<file path="config.mk">
export PLATFORM = sky130hd
export DESIGN_NAME = hybrid_adder_flat
export DESIGN_NICKNAME = d
export VERILOG_FILES = /design/src/rtl/hybrid_adder_if.sv /design/src/rtl/hybrid_adder.sv /design/src/flat_wrapper.sv
export SDC_FILE = /design/constraint.sdc
export NUM_CORES = 1
export LEC_CHECK = 0
export CAP_MARGIN = 20
export CORE_MARGIN = 4
export CORE_UTILIZATION = 43
export DETAILED_ROUTE_END_ITERATION = 16
export PLACE_DENSITY = 0.81
export SYNTH_ARGS = -nofsm -noshare
export SYNTH_HDL_FRONTEND = slang
export SYNTH_SLANG_ARGS = --single-unit
</file>
<file path="constraint.sdc">
create_clock -name clk -period 5.5 [get_ports clk]
set_input_delay 1.1 -clock clk [delete_from_list [all_inputs] [get_ports clk]]
set_output_delay 1.1 -clock clk [all_outputs]
set_load 0.01 [all_outputs]
</file>
<file path="src/rtl/hybrid_adder_if.sv">
// Operand/result bundle for hybrid_adder.
//   a, b    : unsigned operands (WIDTH bits)
//   cy_in   : carry into bit 0
//   sum     : registered (a + b + cy_in) mod 2^WIDTH
//   cy_out  : registered carry out of bit WIDTH-1
// The master drives the operands and the slave (the adder) returns the result.
interface hybrid_adder_if #(
    parameter int WIDTH = 8
);
    logic [WIDTH-1:0] a;
    logic [WIDTH-1:0] b;
    logic             cy_in;
    logic [WIDTH-1:0] sum;
    logic             cy_out;

    modport master (
        output a,
        output b,
        output cy_in,
        input  sum,
        input  cy_out
    );

    modport slave (
        input  a,
        input  b,
        input  cy_in,
        output sum,
        output cy_out
    );
endinterface

</file>
<file path="src/rtl/hybrid_adder.sv">
// Hybrid adder with a registered result: {cy_out, sum} <= a + b + cy_in.
// The datapath is built from BLK-bit carry-lookahead blocks. Inside a block every
// carry is a flat two-level sum of products from the block carry-in; the
// carry-out of each block ripples into the next one.
// Ports:
//   clk  : rising-edge clock
//   rst  : synchronous reset, active-high; clears sum and cy_out
//   bus  : hybrid_adder_if slave (a, b, cy_in in; sum, cy_out out)
// WIDTH must be a multiple of BLK and must match the interface WIDTH.
module hybrid_adder #(
    parameter int WIDTH = 8,
    parameter int BLK   = 4
) (
    input  logic                 clk,
    input  logic                 rst,
    hybrid_adder_if.slave        bus
);
    localparam int NBLK = WIDTH / BLK;

    logic [WIDTH-1:0] gen;
    logic [WIDTH-1:0] prop;
    logic [WIDTH-1:0] sum_comb;
    logic [NBLK:0]    blk_cy;

    // Lookahead carries for one block. Entry 0 is the block carry-in, entry
    // i+1 the carry into bit i+1. Each carry is expanded as
    //   g_i | p_i g_(i-1) | p_i p_(i-1) g_(i-2) | ... | p_i..p_0 cin
    // so no carry depends on another carry inside the block.
    function automatic logic [BLK:0] cla_carry(
        input logic [BLK-1:0] g_in,
        input logic [BLK-1:0] p_in,
        input logic           cin
    );
        logic [BLK:0] c;
        logic         acc;
        logic         prod;
        c    = '0;
        c[0] = cin;
        for (int i = 0; i < BLK; i++) begin
            acc  = g_in[i];
            prod = p_in[i];
            for (int k = i - 1; k >= 0; k--) begin
                acc  = acc | (prod & g_in[k]);
                prod = prod & p_in[k];
            end
            c[i+1] = acc | (prod & cin);
        end
        return c;
    endfunction

    assign gen       = bus.a & bus.b;
    assign prop      = bus.a ^ bus.b;
    assign blk_cy[0] = bus.cy_in;

    for (genvar k = 0; k < NBLK; k++) begin : g_blk
        logic [BLK:0] c;

        assign c = cla_carry(gen[k*BLK +: BLK], prop[k*BLK +: BLK], blk_cy[k]);
        assign sum_comb[k*BLK +: BLK] = prop[k*BLK +: BLK] ^ c[BLK-1:0];
        // Ripple between blocks.
        assign blk_cy[k+1] = c[BLK];
    end

    always_ff @(posedge clk) begin
        if (rst) begin
            bus.sum    <= '0;
            bus.cy_out <= 1'b0;
        end else begin
            bus.sum    <= sum_comb;
            bus.cy_out <= blk_cy[NBLK];
        end
    end
endmodule

</file>
<file path="src/flat_wrapper.sv">
// flat-port wrapper written by rule: the top's interface ports become plain ports
module hybrid_adder_flat 
#(
    parameter int WIDTH = 8,
    parameter int BLK   = 4
)
  (clk, rst, bus_a, bus_b, bus_cy_in, bus_sum, bus_cy_out);
  hybrid_adder_if #(.WIDTH(WIDTH)) bus_i ();
  input  logic clk;
  input  logic rst;
  input wire logic [$bits(bus_i.a)-1:0] bus_a;
  input wire logic [$bits(bus_i.b)-1:0] bus_b;
  input wire logic [$bits(bus_i.cy_in)-1:0] bus_cy_in;
  output wire logic [$bits(bus_i.sum)-1:0] bus_sum;
  output wire logic [$bits(bus_i.cy_out)-1:0] bus_cy_out;
  assign bus_i.a = bus_a;
  assign bus_i.b = bus_b;
  assign bus_i.cy_in = bus_cy_in;
  assign bus_sum = bus_i.sum;
  assign bus_cy_out = bus_i.cy_out;
  hybrid_adder #(.WIDTH(WIDTH), .BLK(BLK)) u_core (.clk(clk), .rst(rst), .bus(bus_i));
endmodule
</file>
==> impl_metrics.env, run 1 <==
export IMPL_status="finished clean"
export IMPL_clk_pin_slew_worst_paths_ps=60
export IMPL_core_um2=1320
export IMPL_synth_seq_cells=9
export IMPL_gp_congestion=0.786
export IMPL_hold_buffers=0
export IMPL_first_iter_violations=7
export IMPL_cts_resized=0
export IMPL_ys_warn_count=0
export IMPL_crit_arrival_ps=3140
export IMPL_final_setup_worst_slack_ps=2490
export IMPL_drive_above_1_share_pct=10.4
export IMPL_synthXorXnorAreaFrac_pct=2.85
export IMPL_muxShareOfSynthArea_pct=3.46
export IMPL_hp_class="in -> reg"
export IMPL_start_kind="input pin"
export IMPL_ant_nets=0
export IMPL_hold_depth=4
export IMPL_drv_slew=0
export IMPL_worst_slew_margin_rel_pct=74.1
export IMPL_syn_to_final_growth_pct=50.4
export IMPL_synth_fp_nets=95
export IMPL_synthSimpleGateAreaFrac_pct=17.1
export IMPL_synthAdderAreaFrac_pct=22.8
export IMPL_io_pins=28
export IMPL_avgViaCountPerCell=5.11
export IMPL_period_needed_ps=3010
export IMPL_crit_required_ps=5630
export IMPL_cts_sinks=9
export IMPL_synth_distinct_cells=29
export IMPL_route_detailed_drc=0
export IMPL_setup_viol_count_final=0
export IMPL_path_class="in -> reg"
export IMPL_start_util_pct=46.7
export IMPL_rsz0062_at_grt="no"
export IMPL_htree_levels=1
export IMPL_clockRootBuffer="clkbuf_4"
export IMPL_yosysSeqAreaShare_pct=29.3
export IMPL_fp_dieW_um=45.8
export IMPL_path_max_fanout=5
export IMPL_wire_per_inst_um=12.0
export IMPL_grt_util_all_layers_pct=13.2
export IMPL_hold_violations=0
export IMPL_grt_pass1_wl_mm=2.00
export IMPL_hpwl_mm=1.14
export IMPL_cts_setup_buffers=0
export IMPL_ir_drop_mv=0.0837
export IMPL_tightest_slew_ps=387
export IMPL_netlist_area_um2=616
export IMPL_overflow=0
export IMPL_period_share_pct=54.8
export IMPL_syn_inst=66
export IMPL_powerDensity_nw_per_um2=219
export IMPL_io_buffer_count=27
export IMPL_synthArstFlopShare_pct=0
export IMPL_timing_fmax_mhz=332
export IMPL_cts_made_buffers=3
export IMPL_crit_path_end_kind="register"
export IMPL_synth_edf_count=0
export IMPL_hp_start="bus_a[0]"
export IMPL_die_h_um=45.8
export IMPL_p_leak_nw=0.389
export IMPL_num_vias=567
export IMPL_syn_area_per_cell_um2=9.33
export IMPL_grt_max_degree=12
export IMPL_cts_buffer_depth=2
export IMPL_power_mw=0.202
export IMPL_tns_ps=0
export IMPL_antenna_found_initial=0
export IMPL_antenna_cells=0
export IMPL_hold_path_end="u_core.bus.sum[0]"
export IMPL_cts_tree="built"
export IMPL_drt_pass1_iterations=4
export IMPL_dp_slack_ps=2230
export IMPL_synth_top_family_by_area="adder cells"
export IMPL_num_rows=13
export IMPL_grt_pass1_vias=518
export IMPL_drt_total_wl_mm=1.33
export IMPL_dieArea_um2=2100
export IMPL_nets=126
export IMPL_synth_compound_area_share_pct=19.5
export IMPL_drv_cap=0
export IMPL_synthFlopType="dfxtp_1"
state kept, by name (all words and copies together), names as in the netlist:
name               flops
u_core.bus.cy_out      1
u_core.bus.sum         8
per-layer routing:
metal	global-route usage, %	vias to the layer above	share of wire (%)
met1	16.0	250	45
li1	-	295	-
met3	2.37	2	6.9
met2	21.4	20	47
met5	0	-	0
met4	7.95	0	0.75
worst max path at each step:
stage | from | end | slack [ps] | cells after the start
6_report | bus_b[0] | u_core.bus.sum[5] | 2490 | 8
5_1_grt | bus_b[0] | u_core.bus.sum[5] | 2410 | 8
3_3_place_gp | bus_b[0] | u_core.bus.sum[5] | 2290 | 8
3_5_place_dp | bus_b[0] | u_core.bus.sum[5] | 2230 | 8
4_1_cts | bus_b[0] | u_core.bus.sum[5] | 2500 | 8
2_1_floorplan | bus_b[0] | u_core.bus.sum[5] | 2800 | 7
cells in the final DEF, fill, tap and decap left out, types with 2 or more instances in the layout:
cell type,n
nand2_1,2
clkdlybuf4s50_1,27
nor2_1,8
fa_1,2
clkbuf_4,3
inv_1,7
nor2b_1,3
ha_1,8
nor3_1,3
nand3_1,3
o21ai_0,2
dfxtp_1,9
power by group:
group | internal [mW] | switching [mW] | total, mW
Sequential | 0.0735 | 0.00200 | 0.0755
Clock | 0.0278 | 0.0210 | 0.0488
Combinational | 0.0448 | 0.0334 | 0.0782
per-stage QoR:
| step | area [µm²] | instances | util [%] | hold slack, ps |
|---|---|---|---|---|
| floorplan | 616 | 66 | - | 1260 |
| global placement | 900 | 107 | 68.3 | 1830 |
| detailed placement | 900 | 107 | 68.3 | 1840 |
| CTS | 926 | 111 | 70.3 | 1600 |
| global route | 926 | 111 | 70.3 | 1620 |
| finish | 926 | 111 | 70.3 | 1600 |
logic make-up (layout without fill, tap and decap cells):
group / count (synthesis) / after routing
mux: 2 / 2
xor+xnor: 2 / 2
compound gates: 13 / 13
simple gates: 22 / 22
fa+ha+maj: 10 / 10
buf+inv: 8 / 38
flops: 9 / 9
synth_stat cells, types with 2 or more instances:
cell | number | area [µm²]
nand2_1 | 2 | 7.51
o21ai_0 | 2 | 10.0
inv_1 | 7 | 26.3
ha_1 | 8 | 100
dfxtp_1 | 9 | 180
fa_1 | 2 | 40.0
nor3_1 | 3 | 15.0
nor2_1 | 8 | 30.0
nand3_1 | 3 | 15.0
nor2b_1 | 3 | 18.8
worst max-delay path: stages:
cell	delay, ps
clkdlybuf4s50_1	420
ha_1	320
a21oi_1	230
o211ai_2	180
or2_2	320
fa_1	380
xnor2_1	140
nor2_1	50
final cells by class:
type | count | area (µm²)
Clock buffer | 4 | 26.3
Sequential cell | 9 | 180
Fill cell | 112 | 392
Multi-Input combinational cell | 49 | 404
Timing Repair Buffer | 27 | 270
Tap cell | 15 | 18.8
Inverter | 7 | 26.3
Power figures use the tool's default switching activity.
==> inputs of run 2 (changes only) <==
- CORE_UTILIZATION: 43 -> 36
- PLACE_DENSITY: 0.81 -> 0.72
- clock period: 5.5 -> 2.7 ns (I/O delays scaled with it)
==> run 2 against run 1 <==
- power grew 100%
- wire length shrank 0.83%
- count of clock-buffer cells in the layout is the same
- critical endpoint unchanged
- largest cell class unchanged
- highest routed layer unchanged
==> impl_metrics.env, run 2 (same netlist as run 1, synthesis figures left out) <==
export IMPL_die_h_um=49.4
export IMPL_crit_path_end_kind="register"
export IMPL_rsz0062_at_grt="no"
export IMPL_status="finished clean"
export IMPL_reg_largest_list="u_core.bus.sum (8), u_core.bus.cy_out (1)"
export IMPL_p_leak_nw=0.394
export IMPL_ir_drop_mv=0.164
export IMPL_start_util_pct=39.5
export IMPL_tightest_slew_ps=381
export IMPL_wl_met3_um=71
export IMPL_wl_met1_um=583
export IMPL_ant_nets=0
export IMPL_cts_buffer_depth=2
export IMPL_num_rows=14
export IMPL_cp_num_cells=8
export IMPL_regArea_um2=180
export IMPL_nets=127
export IMPL_nFillCells=133
export IMPL_core_um2=1560
export IMPL_cts_setup_buffers=0
export IMPL_cts_made_buffers=3
export IMPL_drive_above_1_share_pct=11.3
export IMPL_path_max_fanout=2
export IMPL_final_cell_mix="clkdlybuf4s50_1, dfxtp_1, nor2_1, ha_1, inv_1"
export IMPL_num_vias=570
export IMPL_highest_layer="met4"
export IMPL_fp_dieW_um=49.4
export IMPL_route_detailed_drc=0
export IMPL_power_mw=0.415
export IMPL_drt_total_wl_mm=1.32
export IMPL_dp_slack_ps=-2.21
export IMPL_overflow=0
export IMPL_wire_per_inst_um=11.7
export IMPL_io_pins=28
export IMPL_hp_start="bus_a[0]"
export IMPL_timing_fmax_mhz=415
export IMPL_path_cells="clkdlybuf4s50_1 > ha_1 > a21oi_1 > o211ai_2 > or2_2 > fa_1 > xnor2_1 > nor2_1"
export IMPL_hold_depth=4
export IMPL_setup_viol_count_final=0
export IMPL_period_needed_ps=2410
export IMPL_antenna_found_initial=0
export IMPL_worst_slew_margin_rel_pct=74.5
export IMPL_gp_congestion=0.743
export IMPL_dieArea_um2=2440
export IMPL_grt_max_degree=12
export IMPL_clockRootBuffer="clkbuf_4"
export IMPL_regMostFlops="u_core.bus.sum"
export IMPL_final_util_pct=60.0
export IMPL_placed_cell_area_um2=908
export IMPL_crit_required_ps=2830
export IMPL_avgViaCountPerCell=5.04
export IMPL_cts_sinks=9
export IMPL_grt_pass1_vias=499
export IMPL_hp_class="in -> reg"
export IMPL_start_kind="input pin"
export IMPL_crit_arrival_ps=2540
export IMPL_clk_pin_slew_worst_paths_ps=60
export IMPL_first_iter_violations=12
export IMPL_slowest_delay_ps=430
export IMPL_period_share_pct=89.2
export IMPL_drv_cap=0
export IMPL_drt_pass1_iterations=2
export IMPL_multi_input_area_um2=404
export IMPL_final_setup_worst_slack_ps=292
export IMPL_hold_buffers=0
export IMPL_grt_pass1_wl_mm=2.04
export IMPL_antenna_cells=0
export IMPL_wl_met2_um=644
export IMPL_cts_resized=0
export IMPL_hpwl_mm=1.15
export IMPL_path_buf_inv=1
export IMPL_io_buffer_count=27
export IMPL_crit_family="adder cells"
export IMPL_hold_violations=0
export IMPL_path_class="in -> reg"
export IMPL_grt_util_all_layers_pct=10.9
export IMPL_cts_tree="built"
export IMPL_htree_levels=1
export IMPL_hold_path_end="u_core.bus.sum[0]"
export IMPL_critPathSlowestCell="clkdlybuf4s50_1"
export IMPL_syn_to_final_growth_pct=51.8
export IMPL_fin_area_um2=935
export IMPL_powerDensity_nw_per_um2=443
export IMPL_largest_register_ff_count=8
export IMPL_drv_slew=0
export IMPL_final_common_cell="clkdlybuf4s50_1"
[run 2: per-layer routing]
| layer | global-route usage, % | vias up |
|---|---|---|
| met5 | 0 | - |
| met4 | 5.69 | 0 |
| met3 | 1.83 | 2 |
| met2 | 18.3 | 18 |
| met1 | 13.1 | 255 |
| li1 | - | 295 |
[run 2: layout make-up]
cell class | count | area share [%]
tap | 16 | 2.14
inverter | 7 | 2.81
timing repair buffer | 28 | 29.7
clock buffer | 4 | 2.81
sequential | 9 | 19.3
multi-input combinational | 49 | 43.2
[run 2: report_power, final]
part           leakage [nW]  switching (mW)  internal (mW)
logic                 0.304          0.0689         0.0932
clock network        0.0150          0.0425         0.0567
registers            0.0750         0.00353          0.150
total                 0.394           0.115          0.300
[run 2: metrics by stage]
stage | setup TNS, ps | hold slack (ps) | cells
6_report | 0 | 1020 | 113
5_1_grt | 0 | 1030 | 113
4_1_cts | 0 | 1010 | 113
3_5_place_dp | -2.21 | 1280 | 109
3_3_place_gp | 0 | 1280 | 109
2_1_floorplan | 0 | 702 | 66
[run 2: worst max path at each step]
stage | start | end | slack [ps]
after floorplan | bus_b[0] | u_core.bus.sum[5] | 560
after global placement | bus_b[0] | u_core.bus.sum[5] | 100
after detailed placement | bus_b[0] | u_core.bus.sum[5] | -2
after CTS | bus_b[0] | u_core.bus.sum[5] | 280
after global routing | bus_b[0] | u_core.bus.sum[5] | 170
final | bus_b[0] | u_core.bus.sum[5] | 290
==> inputs of run 3 (changes only) <==
- CAP_MARGIN: 20 -> 40
==> results of run 3 <==
Same layout as run 2: the final DEF is identical, and so are final timing and power.
